File: src/rtl/fp_add_operand_stage_if.sv
// Handshake bundle between an operand producer, the operand stage, and the adder/bypass mux.
// The producer or bench side uses the master modport; the stage itself uses the slave modport.
interface fp_add_operand_stage_if #(
  parameter int WIDTH = 32,
  parameter int DEPTH = 4
);
  logic                     in_valid;
  logic                     in_ready;
  logic [WIDTH-1:0]         in_a;
  logic [WIDTH-1:0]         in_b;
  logic                     out_valid;
  logic                     out_ready;
  logic [WIDTH-1:0]         out_a;
  logic [WIDTH-1:0]         out_b;
  logic                     out_bypass;
  logic [WIDTH-1:0]         out_bypass_result;
  logic [$clog2(DEPTH):0]   occupancy;

  modport master (
    output in_valid, in_a, in_b, out_ready,
    input  in_ready, out_valid, out_a, out_b, out_bypass, out_bypass_result, occupancy
  );

  modport slave (
    input  in_valid, in_a, in_b, out_ready,
    output in_ready, out_valid, out_a, out_b, out_bypass, out_bypass_result, occupancy
  );
endinterface

File: src/rtl/fp_add_operand_stage.sv
// Operand issue stage for the single-precision adder: classifies and swaps each pair on entry,
// then queues the canonical pair with its bypass decision in a small FIFO.
module fp_add_operand_stage #(
  parameter int WIDTH = 32,
  parameter int DEPTH = 4
) (
  input  logic                 clk,
  input  logic                 rst_n,
  fp_add_operand_stage_if.slave bus
);
  localparam int               PW         = $clog2(DEPTH);
  localparam logic [PW:0]      FULL_COUNT = (PW+1)'(DEPTH);
  localparam logic [WIDTH-1:0] QNAN       = WIDTH'(32'h7FC0_0000);

  typedef struct packed {
    logic [WIDTH-1:0] a;
    logic [WIDTH-1:0] b;
    logic             bypass;
    logic [WIDTH-1:0] result;
  } entry_t;

  logic [WIDTH-1:0] ord [2];
  logic [1:0]       isZero;
  logic [1:0]       isInf;
  logic [1:0]       isNan;
  logic             signDiff;
  entry_t           inEntry;
  entry_t           headEntry;
  entry_t           lastEntry;
  entry_t           mem [DEPTH];
  logic [PW-1:0]    wrPtr;
  logic [PW-1:0]    rdPtr;
  logic [PW:0]      count;
  logic             push;
  logic             pop;

  // ord[0] is the larger magnitude; ties keep the original order.
  always_comb begin
    ord[0] = bus.in_a;
    ord[1] = bus.in_b;
    if (bus.in_b[WIDTH-2:0] > bus.in_a[WIDTH-2:0]) begin
      ord[0] = bus.in_b;
      ord[1] = bus.in_a;
    end
  end

  generate
    for (genvar gi = 0; gi < 2; gi++) begin : g_class
      assign isZero[gi] = (ord[gi][30:23] == 8'h00);
      assign isInf[gi]  = (ord[gi][30:23] == 8'hFF) && (ord[gi][22:0] == 23'd0);
      assign isNan[gi]  = (ord[gi][30:23] == 8'hFF) && (ord[gi][22:0] != 23'd0);
    end
  endgenerate

  assign signDiff = bus.in_a[WIDTH-1] ^ bus.in_b[WIDTH-1];

  always_comb begin
    inEntry.a      = ord[0];
    inEntry.b      = ord[1];
    inEntry.bypass = 1'b1;
    inEntry.result = '0;
    if (|isNan) begin
      inEntry.result = QNAN;
    end else if (isInf[0] && isInf[1] && signDiff) begin
      inEntry.result = QNAN;
    end else if (isInf[0]) begin
      inEntry.result = ord[0];
    end else if (isZero[0] && isZero[1]) begin
      inEntry.result = {bus.in_a[WIDTH-1] & bus.in_b[WIDTH-1], {(WIDTH-1){1'b0}}};
    end else if (isZero[1]) begin
      inEntry.result = ord[0];
    end else if ((ord[0][WIDTH-2:0] == ord[1][WIDTH-2:0]) && signDiff) begin
      inEntry.result = '0;
    end else begin
      inEntry.bypass = 1'b0;
    end
  end

  assign bus.in_ready  = (count < FULL_COUNT);
  assign bus.out_valid = (count != '0);
  assign bus.occupancy = count;
  assign push          = bus.in_valid && bus.in_ready;
  assign pop           = bus.out_valid && bus.out_ready;

  always_ff @(posedge clk) begin
    if (push) begin
      mem[wrPtr] <= inEntry;
    end
  end

  always_ff @(posedge clk or negedge rst_n) begin
    if (!rst_n) begin
      wrPtr <= '0;
      rdPtr <= '0;
      count <= '0;
    end else begin
      if (push) wrPtr <= wrPtr + 1'b1;
      if (pop)  rdPtr <= rdPtr + 1'b1;
      case ({push, pop})
        2'b10:   count <= count + 1'b1;
        2'b01:   count <= count - 1'b1;
        default: count <= count;
      endcase
    end
  end

  // Keeps the outputs on the last popped pair while the queue is empty.
  always_ff @(posedge clk or negedge rst_n) begin
    if (!rst_n) begin
      lastEntry <= '0;
    end else if (pop) begin
      lastEntry <= mem[rdPtr];
    end
  end

  assign headEntry             = bus.out_valid ? mem[rdPtr] : lastEntry;
  assign bus.out_a             = headEntry.a;
  assign bus.out_b             = headEntry.b;
  assign bus.out_bypass        = headEntry.bypass;
  assign bus.out_bypass_result = headEntry.result;
endmodule

File: src/flat_wrapper.sv
// flat-port wrapper written by rule: the top's interface ports become plain ports
module fp_add_operand_stage_flat 
#(
  parameter int WIDTH = 32,
  parameter int DEPTH = 4
)
  (clk, rst_n, bus_in_valid, bus_in_a, bus_in_b, bus_out_ready, bus_in_ready, bus_out_valid, bus_out_a, bus_out_b, bus_out_bypass, bus_out_bypass_result, bus_occupancy);
  fp_add_operand_stage_if #(.WIDTH(WIDTH), .DEPTH(DEPTH)) bus_i ();
  input  logic clk;
  input  logic rst_n;
  input wire logic [$bits(bus_i.in_valid)-1:0] bus_in_valid;
  input wire logic [$bits(bus_i.in_a)-1:0] bus_in_a;
  input wire logic [$bits(bus_i.in_b)-1:0] bus_in_b;
  input wire logic [$bits(bus_i.out_ready)-1:0] bus_out_ready;
  output wire logic [$bits(bus_i.in_ready)-1:0] bus_in_ready;
  output wire logic [$bits(bus_i.out_valid)-1:0] bus_out_valid;
  output wire logic [$bits(bus_i.out_a)-1:0] bus_out_a;
  output wire logic [$bits(bus_i.out_b)-1:0] bus_out_b;
  output wire logic [$bits(bus_i.out_bypass)-1:0] bus_out_bypass;
  output wire logic [$bits(bus_i.out_bypass_result)-1:0] bus_out_bypass_result;
  output wire logic [$bits(bus_i.occupancy)-1:0] bus_occupancy;
  assign bus_i.in_valid = bus_in_valid;
  assign bus_i.in_a = bus_in_a;
  assign bus_i.in_b = bus_in_b;
  assign bus_i.out_ready = bus_out_ready;
  assign bus_in_ready = bus_i.in_ready;
  assign bus_out_valid = bus_i.out_valid;
  assign bus_out_a = bus_i.out_a;
  assign bus_out_b = bus_i.out_b;
  assign bus_out_bypass = bus_i.out_bypass;
  assign bus_out_bypass_result = bus_i.out_bypass_result;
  assign bus_occupancy = bus_i.occupancy;
  fp_add_operand_stage #(.WIDTH(WIDTH), .DEPTH(DEPTH)) u_core (.clk(clk), .rst_n(rst_n), .bus(bus_i));
endmodule
File: config.mk
export PLATFORM = sky130hd
export DESIGN_NAME = fp_add_operand_stage_flat
export DESIGN_NICKNAME = d
export VERILOG_FILES = /design/src/rtl/fp_add_operand_stage_if.sv /design/src/rtl/fp_add_operand_stage.sv /design/src/flat_wrapper.sv
export SDC_FILE = /design/constraint.sdc
export NUM_CORES = 1
export LEC_CHECK = 0
export ABC_AREA = 1
export BUFFER_PORTS_ARGS = -buffer_cell sky130_fd_sc_hd__buf_2
export CAP_MARGIN = 10
export CORE_ASPECT_RATIO = 1.4
export CORE_UTILIZATION = 31
export DETAILED_ROUTE_END_ITERATION = 16
export PLACE_DENSITY_LB_ADDON = 0.3
export SYNTH_ARGS = -nofsm -noshare
export SYNTH_HDL_FRONTEND = slang
export SYNTH_SLANG_ARGS = --single-unit
File: constraint.sdc
create_clock -name clk -period 16.5 [get_ports clk]
set_input_delay 2.475 -clock clk [delete_from_list [all_inputs] [get_ports clk]]
set_output_delay 2.475 -clock clk [all_outputs]
set_load 0.01 [all_outputs]
==> summary.md <==
| Metric | Value |
|---|---|
| ANT nets after route | 0 |
| CTS tree | done |
| DRT Pass-1 Iters | 5 |
| Busiest layer in global routing | met2 |
| Mean Syn Cell Area | roughly 11 um2 |
| Peak supply drop | ~110 uV |
| Layout Skew | ~0.024 ns |
| Leak Pwr | about 0.01 uW |
| DRC | 0 |
| Number of clock sinks | 492 |
| Reg2Reg Depth | 7 |
| Hold Buf Count CTS | 0 |
| Drt wl/cell | between 15 and 20 um |
| Synth top cells by count | 722 x nand2_1, 388 x edfxtp_1, 200 x o21ai_0 |
| Mapped Cells | around 2100 |
| Longest Clk Path Bufs | 3 |
| Slew margin rel. | 0.190 |
| GRT Util Overall | 0.167 |
| Max-Cap Viols | 0 |
| Syn Std Cell Area | roughly 22000 um2 |
| Filler Cell Count | roughly 7000 |
| Yosys top cell by area | edfxtp_1 |
| Initial antenna violation count | 6 |
| DIE AREA | 72000 um2 |
| Cell with the most instances after synthesis | nand2_1 |
| Dominant cells by area after synthesis | edfxtp_1 53%, nand2_1 12%, dfrtp_1 12% |
| Slew Viols, Final | 0 |
| Startpoint Class | flop |
| Final Cycle Share | 0.407 |
| GPL Wtd Cong | 0.874 |
| 1st-iter DRT viols | roughly 1200 |
| Post-CTS setup buffers | 0 |
| # setup viols final | 0 |
| Die H | 317 um |
| Clk root buf | clkbuf_16 |
| Clock-pin slew on the worst setup and hold paths | 0.06 ns |
| Area growth, synth to finish | 14.9% |
| Power Total | roughly 4500 uW |
| Synth Register Bits | between 400 and 500 |
| Crit. End Element | output pin |
| Largest net degree at the start of global routing | between 100 and 150 |
| First-pass GRT wire length | roughly 90 mm |
| DP Worst Slack | between 9 and 10 ns |
| Outcome | complete, no violations |
| DP HPWL | 39.1 mm |
| Seq/Total Area, Yosys | 0.648 |
| Core area | around 70000 um2 |
| Gr ovfl total | 0 |
| Synth warn | 0 |
| Nets | about 2300 |
| Hold Vio Cnt, Final | 0 |
| Vias in the first global route | 14700 |
| Initial core utilization | 0.313 |
| Clk_lat worst skew | ~0.6 ns |
| Via/cell ratio | 4.93 |
| Worst endpoint required time | 14.03 ns |
| Met3 Usage GRT | 0.0212 |
| Hold Path Class | reg2reg |
| Setup total negative slack | 0 ns |
| Crit path time final | 6.72 ns |
| Worst EP arrival | about 4.2 ns |
| PortBufs | around 170 |
| Grt met1 use | 0.215 |
| Met2 usage | 0.289 |
| Vias post-DR | between 15000 and 20000 |
| Syn Nets | about 2200 |
| Number of synthesized flops with an enable pin | a little under 400 |
| Boundary Pins | 170 |
| Width of the die | roughly 230 um |
| Share of layout cells above drive strength 1 | 0.145 |
| RSZ-0062 raised after global routing | false |
| Crit path kind | reg2out |
| Post-cts resize count | 0 |
| Pwr dens | 179 nW/um2 |
| Asr flop ratio synth | 0.211 |
| TritonCTS buffer count | between 40 and 50 |
| Max frequency | between 0.1 and 0.15 GHz |
| Post-Place Cells | 3066 |
| Non-filler instance count after layout | between 3000 and 4000 |
| CTS H-tree depth | 2 |
| Synth top area share | 0.530 |
| Total wire length | 60.3 mm |
| Crit Path Max Fanout | 102 |
| Rows | approximately 120 |
| Cell variety after synth | 33 |
| WHS Path Cells | 2 |
| Top FF cell, synth | edfxtp_1 |
| Slew @ Worst Pin | between 1 and 1.5 ns |
| Fin worst setup slack | roughly 10 ns |
## logic make-up (layout without fill, tap and decap cells)
| kind of cell | Yosys count | after routing | synth area share |
|---|---|---|---|
| other cells | 0 | 2 | 0 |
| xor+xnor | 4 | 4 | 0.00159 |
| compound gates | 422 | 422 | 0.119 |
| fa+ha+maj | 38 | 38 | 0.0220 |
| simple gates | 892 | 892 | 0.166 |
| flops | 492 | 492 | 0.648 |
| buf+inv | 223 | 373 | 0.0432 |
## where the power goes
group | internal, uW | switching (uW) | leakage (uW)
Clock | 657 | 481 | 0.000794
Sequential | 1620 | 105 | 0.00494
Combinational | 519 | 1140 | 0.00398
## metrics by stage
step	cell area (um2)	utilization	hold slack [ns]
3_3_place_gp	23600	0.336	0.466
4_1_cts	25200	0.360	0.488
2_1_floorplan	22000	-	0.449
5_1_grt	25300	0.360	0.500
6_report	25300	0.360	0.482
3_5_place_dp	23600	0.336	0.473
## critical path, cell delays in order, from the launching register on
cell	delay, ns
dfrtp_4	0.66
inv_4	0.87
buf_4	0.92
nand2_1	0.11
a32o_1	0.27
o21ai_0	0.44
buf_2	0.24
## cell usage in the layout, fill, tap and decap left out, types with 59 or more instances in the layout
| cell type | count |
|---|---|
| nor2_1 | 59 |
| inv_1 | 85 |
| buf_2 | 168 |
| edfxtp_1 | 388 |
| a21oi_1 | 109 |
| o21ai_0 | 200 |
| a32o_1 | 97 |
| nand3_1 | 59 |
| nand2_1 | 721 |
| dfrtp_1 | 103 |
## area by class of cell
| class | count | area, um2 | area share |
|---|---|---|---|
| diodes | 2 | 5.00 | 0.000198 |
| clock buffers | 66 | 1390 | 0.0551 |
| clock inverters | 25 | 246 | 0.00976 |
| inverters | 93 | 357 | 0.0141 |
| multi-input cells | 1356 | 6830 | 0.270 |
| flip-flops and latches | 492 | 14300 | 0.565 |
| well taps | 936 | 1170 | 0.0464 |
| repair buffers | 189 | 998 | 0.0395 |
## final timing paths
| path | startpoint | end | slack, ns |
|---|---|---|---|
| max | u_core.rdPtr[0]$_DFFE_PN0P_ | bus_out_bypass_result[25] | 9.78 |
| min | u_core.lastEntry[11]$_DFFE_PN0P_ | u_core.lastEntry[11]$_DFFE_PN0P_ | 0.48 |
| max reg2reg | u_core.bus.occupancy[1]$_DFFE_PN0P_ | u_core.lastEntry[44]$_DFFE_PN0P_ | 12.96 |
| min reg2reg | u_core.lastEntry[11]$_DFFE_PN0P_ | u_core.lastEntry[11]$_DFFE_PN0P_ | 0.48 |
| max in group asynchronous | rst_n | u_core.rdPtr[0]$_DFFE_PN0P_ | 13.20 |
| min in group asynchronous | rst_n | u_core.lastEntry[34]$_DFFE_PN0P_ | 1.98 |
## per-layer routing
layer | vias to the layer above | share of wire
met2 | 440 | 0.50
met1 | 7646 | 0.43
met5 | - | 0.00022
li1 | 7405 | -
met4 | 2 | 0.025
met3 | 88 | 0.047
## registers in the layout, summed over array words and instances, names as in the netlist
| name | cells |
|---|---|
| u_core.bus.occupancy | 3 |
| u_core.lastEntry | 97 |
| u_core.mem | 388 |
| u_core.rdPtr | 2 |
| u_core.wrPtr | 2 |
No activity file was read; power rests on OpenSTA's default activity.
